$ cat config.mk
export PLATFORM = sky130hd
export DESIGN_NAME = exc_mdu
export DESIGN_NICKNAME = d
export VERILOG_FILES = /design/src/rtl/exc_mdu.sv
export SDC_FILE = /design/constraint.sdc
export NUM_CORES = 2
export LEC_CHECK = 0
export BUFFER_PORTS_ARGS = -buffer_cell sky130_fd_sc_hd__buf_4
export CAP_MARGIN = 0
export CORE_MARGIN = 5
export CORE_UTILIZATION = 44
export CTS_CLUSTER_DIAMETER = 200
export CTS_CLUSTER_SIZE = 20
export DETAILED_ROUTE_END_ITERATION = 8
export GPL_ROUTABILITY_DRIVEN = 0
export PLACE_DENSITY = 0.59
export SLEW_MARGIN = 20
export SYNTH_ARGS = -nofsm -noshare
export SYNTH_HDL_FRONTEND = slang
export SYNTH_SLANG_ARGS = --single-unit
$ cat constraint.sdc
create_clock -name clk -period 7.8 [get_ports clk]
set_input_delay 1.56 -clock clk [delete_from_list [all_inputs] [get_ports clk]]
set_output_delay 1.56 -clock clk [all_outputs]
set_load 0.05 [all_outputs]
$ cat src/rtl/exc_mdu.sv
// EXC-stage multi-cycle multiply/divide unit producing a 64-bit HI/LO result.
// Optional macro MDU_EARLY_OUT_EN skips the divide iterations for trivial divides.
module exc_mdu #(
  parameter int MUL_LAT = 2
) (
  input  logic        clk,
  input  logic        rst,
  input  logic        exception_flush,
  input  logic        start,
  input  logic [1:0]  op,
  input  logic [31:0] src_a,
  input  logic [31:0] src_b,
  output logic        stall_req,
  output logic        res_valid,
  output logic [31:0] hi,
  output logic [31:0] lo,
  output logic        busy
);

  typedef enum logic [1:0] {IDLE, MUL, DIV, DONE} state_t;

  state_t      state, state_next;
  logic [4:0]  count;
  logic        is_signed, sign_a, sign_b;
  logic [31:0] a_q, b_q, mag_b;
  logic [63:0] rq;
  logic        accept, early;
  logic [31:0] mag_a_in, mag_b_in;
  logic [63:0] mul_a, mul_b, product;
  logic [64:0] shifted;
  logic [32:0] diff;
  logic [63:0] rq_next;
  logic [31:0] quo, rem, div_hi, div_lo;

  assign accept    = (state == IDLE) && start && !exception_flush;
  assign stall_req = accept || (state == MUL) || (state == DIV);
  assign res_valid = (state == DONE) && !exception_flush;
  assign busy      = (state != IDLE);

  assign mag_a_in = (!op[0] && src_a[31]) ? -src_a : src_a;
  assign mag_b_in = (!op[0] && src_b[31]) ? -src_b : src_b;

`ifdef MDU_EARLY_OUT_EN
  assign early = op[1] && ((src_b == 32'd0) || (mag_a_in < mag_b_in));
`else
  assign early = 1'b0;
`endif

  // Sign-extending to 64 bits gives the same low 64 bits as a 33x33 signed product
  assign mul_a   = {{32{is_signed & a_q[31]}}, a_q};
  assign mul_b   = {{32{is_signed & b_q[31]}}, b_q};
  assign product = mul_a * mul_b;

  assign shifted = {rq, 1'b0};
  assign diff    = shifted[64:32] - {1'b0, mag_b};

  always_comb begin
    rq_next = shifted[63:0];
    if (!diff[32]) rq_next = {diff[31:0], shifted[31:1], 1'b1};
  end

  // Fix-up uses the post-iteration value so hi/lo load on the edge into DONE
  assign quo    = rq_next[31:0];
  assign rem    = rq_next[63:32];
  assign div_lo = (b_q == 32'd0) ? 32'hFFFF_FFFF : ((sign_a ^ sign_b) ? -quo : quo);
  assign div_hi = (b_q == 32'd0) ? a_q : (sign_a ? -rem : rem);

  always_ff @(posedge clk) begin
    if (rst) state <= IDLE;
    else     state <= state_next;
  end

  always_comb begin
    state_next = state;
    if (exception_flush) begin
      state_next = IDLE;
    end else begin
      case (state)
        IDLE: if (start) state_next = op[1] ? (early ? DONE : DIV) : MUL;
        MUL:  if (count == 5'd0) state_next = DONE;
        DIV:  if (count == 5'd0) state_next = DONE;
        DONE: state_next = IDLE;
        default: state_next = IDLE;
      endcase
    end
  end

  always_ff @(posedge clk) begin
    if (rst) begin
      count     <= 5'd0;
      hi        <= 32'd0;
      lo        <= 32'd0;
      rq        <= 64'd0;
      a_q       <= 32'd0;
      b_q       <= 32'd0;
      mag_b     <= 32'd0;
      is_signed <= 1'b0;
      sign_a    <= 1'b0;
      sign_b    <= 1'b0;
    end else if (!exception_flush) begin
      case (state)
        IDLE: begin
          if (start) begin
            a_q       <= src_a;
            b_q       <= src_b;
            mag_b     <= mag_b_in;
            is_signed <= !op[0];
            sign_a    <= !op[0] && src_a[31];
            sign_b    <= !op[0] && src_b[31];
            rq        <= {32'd0, mag_a_in};
            count     <= op[1] ? 5'd31 : 5'(MUL_LAT - 1);
            if (early) begin
              hi <= src_a;
              lo <= (src_b == 32'd0) ? 32'hFFFF_FFFF : 32'd0;
            end
          end
        end
        MUL: begin
          count <= count - 5'd1;
          if (count == 5'd0) begin
            hi <= product[63:32];
            lo <= product[31:0];
          end
        end
        DIV: begin
          rq    <= rq_next;
          count <= count - 5'd1;
          if (count == 5'd0) begin
            hi <= div_hi;
            lo <= div_lo;
          end
        end
        default: ;
      endcase
    end
  end

endmodule

Word-level counts from Yosys, hierarchy flattened

Cells that the tools add are included.

Bits in latches: 0
Bits in registers: 234
Bits in writable memories: 0
Memories kept: 0
Output and inout port bits: 67
ROM bits: 0
Logic and storage cells: 74
Input port bits: 70

Div/mod/pow operators: 0
Bitwise operators: 4
Multiplexer cells: 22
Add/sub/neg operators: 6
Shift operators: 0
$lt $le $gt $ge: 0
Reduce and logical (&&, ||, !) cells: 23
Equality and inequality tests: 7
$mul: 1

Operators by type and width:

| cell                                              | count |
|---|---|
| two-way mux 32 bit                                | 10 |
| two-way mux 64 bit                                | 2 |
| negation 32 bit                                   | 4 |
| case mux 32 bit (2 select lines)                  | 2 |
| case mux 64 bit (2 select lines)                  | 1 |
| multiplier 33 x 33 -> 64 bit                      | 1 |
| subtractor 33 x 32 -> 33 bit                      | 1 |
| logical NOT 32 bit                                | 1 |
| two-way mux 5 bit                                 | 2 |
| case mux 5 bit (2 select lines)                   | 1 |
| AND reduction 3 bit                               | 3 |
| nonzero test 2 bit                                | 4 |
| two-way mux 2 bit                                 | 3 |
| != test 2 x 1 -> 1 bit (second input constant)    | 3 |
| case mux 2 bit (3 select lines)                   | 1 |
| logical AND 1 bit                                 | 5 |
| logical NOT 5 bit                                 | 1 |
| subtractor 5 x 1 -> 5 bit (second input constant) | 1 |
| == test 2 bit (second input constant)             | 2 |
| AND reduction 4 bit                               | 1 |
| OR reduction 2 bit                                | 2 |
| AND 1 bit                                         | 2 |
| == test 2 x 1 -> 1 bit (second input constant)    | 1 |
| logical NOT 1 bit                                 | 2 |
| other kinds (6)                                   | 7 |

Logic depth before layout (Yosys ltp)

Depth in word-level cells: 7
Mapped depth: 32
Gate-level depth less buffers: 29

Worst setup path before layout

No wires, ideal clock.

Path type: register to register
Start point: register a_q[31]
End point: register hi[30]
Path buffers: 3
Data arrival time: 8.038 ns
Clock period less this slack: 8.158 ns
Setup time: 0.119 ns
Slack: -0.358 ns
Required time: 7.681 ns
Stages on the path, launching flop included: 31
Cells stage by stage: dfxtp_1 -> clkbuf_1 -> and2_1 -> clkbuf_1 -> nand2_1 -> inv_1 -> fa_1 -> inv_1 -> fa_1 -> inv_1 -> fa_1 -> inv_1 -> fa_1 -> fa_1 -> fa_1 -> fa_1 -> fa_1 -> inv_1 -> ha_1 -> clkbuf_1 -> a21oi_1 -> o21bai_1 -> a21o_1 -> a21o_1 -> a21o_1 -> a21o_1 -> a221o_1 -> a21oi_1 -> xor2_1 -> o21ai_0 -> o2bb2ai_1

Word-level cells in the longest chain between the ends: 4

Ends and longest elaborated chain:

| element                            | line | source |
|---|---|---|
| start, declared                    | 25   | `logic [31:0] a_q, b_q, mag_b;` |
| start signal, assigned             | 104  | `a_q <= src_a;` |
| AND 1 bit                          | 50   | `assign mul_a = {{32{is_signed & a_q[31]}}, a_q};` |
| multiplier 33 x 33 -> 64 bit *     | 52   | `assign product = mul_a * mul_b;` |
| two-way mux 32 bit *               | 120  | `if (count == 5'd0) begin` |
| case mux 32 bit (2 select lines) * | 101  | `case (state)` |
| end signal, assigned               | 113  | `hi <= src_a;` |
| end signal, assigned               | 121  | `hi <= product[63:32];` |
| end signal, assigned               | 129  | `hi <= div_hi;` |
| end, declared                      | 15   | `output logic [31:0] hi,` |

Every way passes the cells marked *; elsewhere a longest branch is shown, timed or not. The select of a mux whose other input is x is not followed.
A chain may end at the register's enable or synchronous reset.

Worst setup path in the final report

Start point: register b_q[5]
End point: register hi[28]

Word-level cells in the longest chain between the ends: 4
Elaborated cells on any way between the ends: 6
Those cells by class: mul (1); mux (4); reduce/logical (1)

Ends and longest elaborated chain:

| element                                                                              | line | source |
|---|---|---|
| start, declared                                                                      | 25   |  |
| start signal, assigned                                                               | 105  | `b_q <= src_b;` |
| parallel branches: the longest is 3 deep, another holds multiplier 33 x 33 -> 64 bit | n/a  |  |
| case mux 32 bit (2 select lines) *                                                   | 101  |  |

Every way passes the cells marked *. The select of a mux whose other input is x is not followed.

==> parameters.txt <==
Parameter                              Value

Status
  Outcome ... completed

Timing
  Rel. slew slack ... 26.1%
  Slew at the pin closest to its max-slew limit ... 1.11 ns
  Post-layout minimum cycle time ... 7.80 ns
  Setup TNS ... 0 ns
  Achievable clock frequency ... 128 MHz
  Max Transition Viols Final ... 0
  Worst clock skew on the final layout ... 0.0451 ns
  Hold violation total from the final report ... 0
  Endpoints failing setup ... 0
  Final clock period utilization by the worst path ... 100%
  Unrepaired setup endpoints after global routing ... yes

Synth
  Distinct cell type count after synthesis ... 94
  Cell type with the highest aggregate area in the netlist ... fa_1
  Number of instances in the synthesized netlist ... 6,326
  Portion of the post-synthesis area used by sequential elements ... 8.75%
  Total of warnings raised by yosys ... 0
  Synth Net Count ... 7,777
  Summed instance area of the synthesized netlist ... 53,300 µm²
  Number of synthesized flops with an enable pin ... 0
  Syn_area_per_cell ... 8.43 µm²
  Proportion of netlist area held by the largest area contributor ... 42.3%
  Leading register cell type out of synthesis ... dfxtp_1
  Synth area leaders ... fa_1, dfxtp_1, inv_1
  Share of async-settable or async-resettable flops after synthesis ... 0%
  Number of flip-flops and latches in the synthesized netlist ... 233

Power
  Clock Power Share ... 19.3%
  Net switching power figure ... 2.05 mW
  Cell area power density ... 74.7 nW/µm²
  Static leakage power ... 28.8 nW
  Switching power share of the total ... 44.8%
  Combinational group share of total power ... 51.8%
  Part of the total power dissipated in sequential elements ... 28.9%
  Internal power ... 2.53 mW
  Worst VDD drop ... 119 µV

Clock network
  Number of buffers created by CTS ... 15
  Worst skew pair latency ... 0.56 ns
  Clock net sink count ... 233
  Maximum number of buffers from clock root to sink ... 3
  Root Buffer Master ... clkbuf_16
  Number of hold-repair buffers added at the cts stage ... 0
  Post-CTS clock slew at the launch and capture registers of the worst setup and hold paths ... 0.13 ns
  CTS tree ... done
  H-tree Lvls ... 1

Global routing
  Number of global-route vias before repair ... 45,587
  All-Layer GR Usage ... 27.0%
  Global-route track usage on met1 ... 34.3%
  Largest net degree at the start of global routing ... 159
  Global routing met3 resource utilization ... 4.20%
  First-pass GRT wire length ... 267 mm
  Initial antenna violation count ... 5
  Grt peak-use layer ... met2
  Leftover overflow at the end of global routing ... 0
  Met2 track demand over resource ... 46.1%

Floorplan
  Initial Utilization ... 44.4%
  I/O pin cnt ... 137
  Die width ... 358 µm
  Placeable core region ... 120,000 µm²
  Vert. Die Dim ... 358 µm
  Cell row count ... 127
  Die Outline Area ... 128,000 µm²

Critical path
  Cell repeated most along the worst path ... fa_1
  Register-to-Register Path Depth ... 26
  Type of origin of the critical path ... flop
  WP data arrival ... 8.23 ns
  Master of the slowest instance on the critical path ... fa_2
  Highest cell delay on the worst timing path ... 0.61 ns
  Maximum fanout along the worst path ... 7
  Crit end category ... flop
  CP Class ... reg2reg
  Worst Path Required ... 8.23 ns

Route
  Vias per cell ... 5.42
  DRC errors left ... 0
  Number of design-rule violations left by the first detailed-router iteration ... 3,365
  Total wirelength of the detailed-routed design ... 174 mm
  Count of TritonRoute iterations in the first routing pass ... 7
  Average detailed-routed wire length per instance ... 21.2 µm
  Total via count after detailed routing ... 44,445
  Antenna Nets Post-Route ... 0

Final layout
  Number of standard cells in the layout, taps in and fillers out ... 8,203
  Layout-stage area growth over the synthesis result ... 15.2%
  Fraction of final layout cells sized beyond drive strength 1 ... 14.7%
  Total of fill cells in the finished design ... 11,422
  Nets ... 8,041
  Area taken by flip-flops and latches ... 4780 µm²
  Footprint of the multi-input gates ... 43,600 µm²

Placement
  Count of input and output buffers ... 136
  Detailed placement HPWL ... 142 mm
  Placed Cells ... 8,130

Run
  Max-cap viol count ... 0

Hold path
  Hold Path Stages ... 2
  Hold crit path type ... reg2reg
## layout make-up
type,instances,area share (%)
clock inverters,2,0.0570
inverters,1187,7.28
flip-flops and latches,233,7.78
multi-input cells,4483,71.0
clock buffers,15,0.611
repair buffers,670,10.0
diodes,1,0.00407
well taps,1612,3.28
## through the flow
| stage | power (mW) | area (µm²) | setup WS (ns) | hold slack, ns | util [%] |
|---|---|---|---|---|---|
| finish | 4.59 | 61400 | 0.000844 | 0.458 | 51.1 |
| global route | 4.83 | 61400 | -0.197 | 0.476 | 51.1 |
| CTS | 4.46 | 60000 | 0.00305 | 0.460 | 49.9 |
| detailed placement | 3.57 | 59200 | -0.461 | 0.445 | 49.3 |
| global placement | 3.55 | 59200 | -0.355 | 0.443 | 49.3 |
| floorplan | 2.64 | 53300 | 0.00848 | 0.432 | - |
## Yosys cell counts, types with 56 or more instances
cell type / number
a211oi_1: 56
a21oi_1: 316
and2_1: 358
clkbuf_1: 403
dfxtp_1: 233
fa_1: 1126
ha_1: 255
inv_1: 1186
nand2_1: 1061
nor2_1: 281
o21ai_0: 160
xnor2_1: 110
xor2_1: 80
## worst paths after layout
path	end	start	slack, ns
setup / recovery	hi[28]	b_q[5]	0.0008
hold / removal	lo[14]	lo[14]	0.46
setup reg to reg	hi[28]	b_q[5]	0.0008
hold reg to reg	lo[14]	lo[14]	0.46
## cell families (layout without fill, tap and decap cells)
family          count (synthesis)  after routing  share of synthesized area (%)
compound gates                864            864                           10.4
xor+xnor                      190            190                           3.12
fa+ha+maj                    1381           1381                           48.3
buf+inv                      1610           1874                           11.4
flops                         233            233                           8.75
mux                            39             39                          0.765
other cells                     0              1                              0
simple gates                 2009           2009                           17.3
## cell usage in the layout, fill, tap and decap left out, drive strengths merged, types with 24 or more instances in the layout
cell type  count
dfxtp        233
mux2i         31
or3           29
a31oi         32
nand2       1061
nand2b        30
buf          664
a21oi        317
a211oi        57
ha           255
nor4          32
a21o          47
nand3         32
inv         1184
and2         358
nor2         282
xnor2        110
nor2b         24
o221ai        33
and3          35
nor3          53
xor2          80
o21ai        164
fa          1126
## power groups by stage
stage | logic (mW) | clock network (mW) | registers, mW
finish | 2.38 | 0.885 | 1.32
global route | 2.57 | 0.928 | 1.33
CTS | 2.25 | 0.893 | 1.32
detailed placement | 2.22 | 0 | 1.35
global placement | 2.20 | 0 | 1.35
floorplan | 1.29 | 0 | 1.35
## flip-flops by register name, indices dropped and copies added (netlist names)
register   flops
a_q           32
b_q           32
count          5
hi            32
is_signed      1
lo            32
mag_b         31
rq            64
sign_a         1
sign_b         1
state          2
## timing repair
item | 4_1_cts | 5_1_grt
setup buffers | 11 | 44
endpoints found under the setup margin | 27 | 29
gates resized for setup | 84 | 234
cloned | 1 | 5
pin swaps | 37 | 121
## routing by layer
metal / wire length [µm] / share of wire, %
met2: 85700 / 49
met3: 11200 / 6.4
met1: 67700 / 39
met4: 9270 / 5.3
met5: 17 / 0.0098
## worst max-delay path: cells and delay by family (launching register included)
family                   cells  cell delay [ns]
buffers and inverters        7             0.83
AO/OA/AOI/OAI                6             1.01
multiplexers                 1             0.27
adder cells (fa/ha/maj)      9             4.35
AND/OR/NAND/NOR              3             0.84
flip-flops                   1             0.36
(Power assumes the default switching activity.)
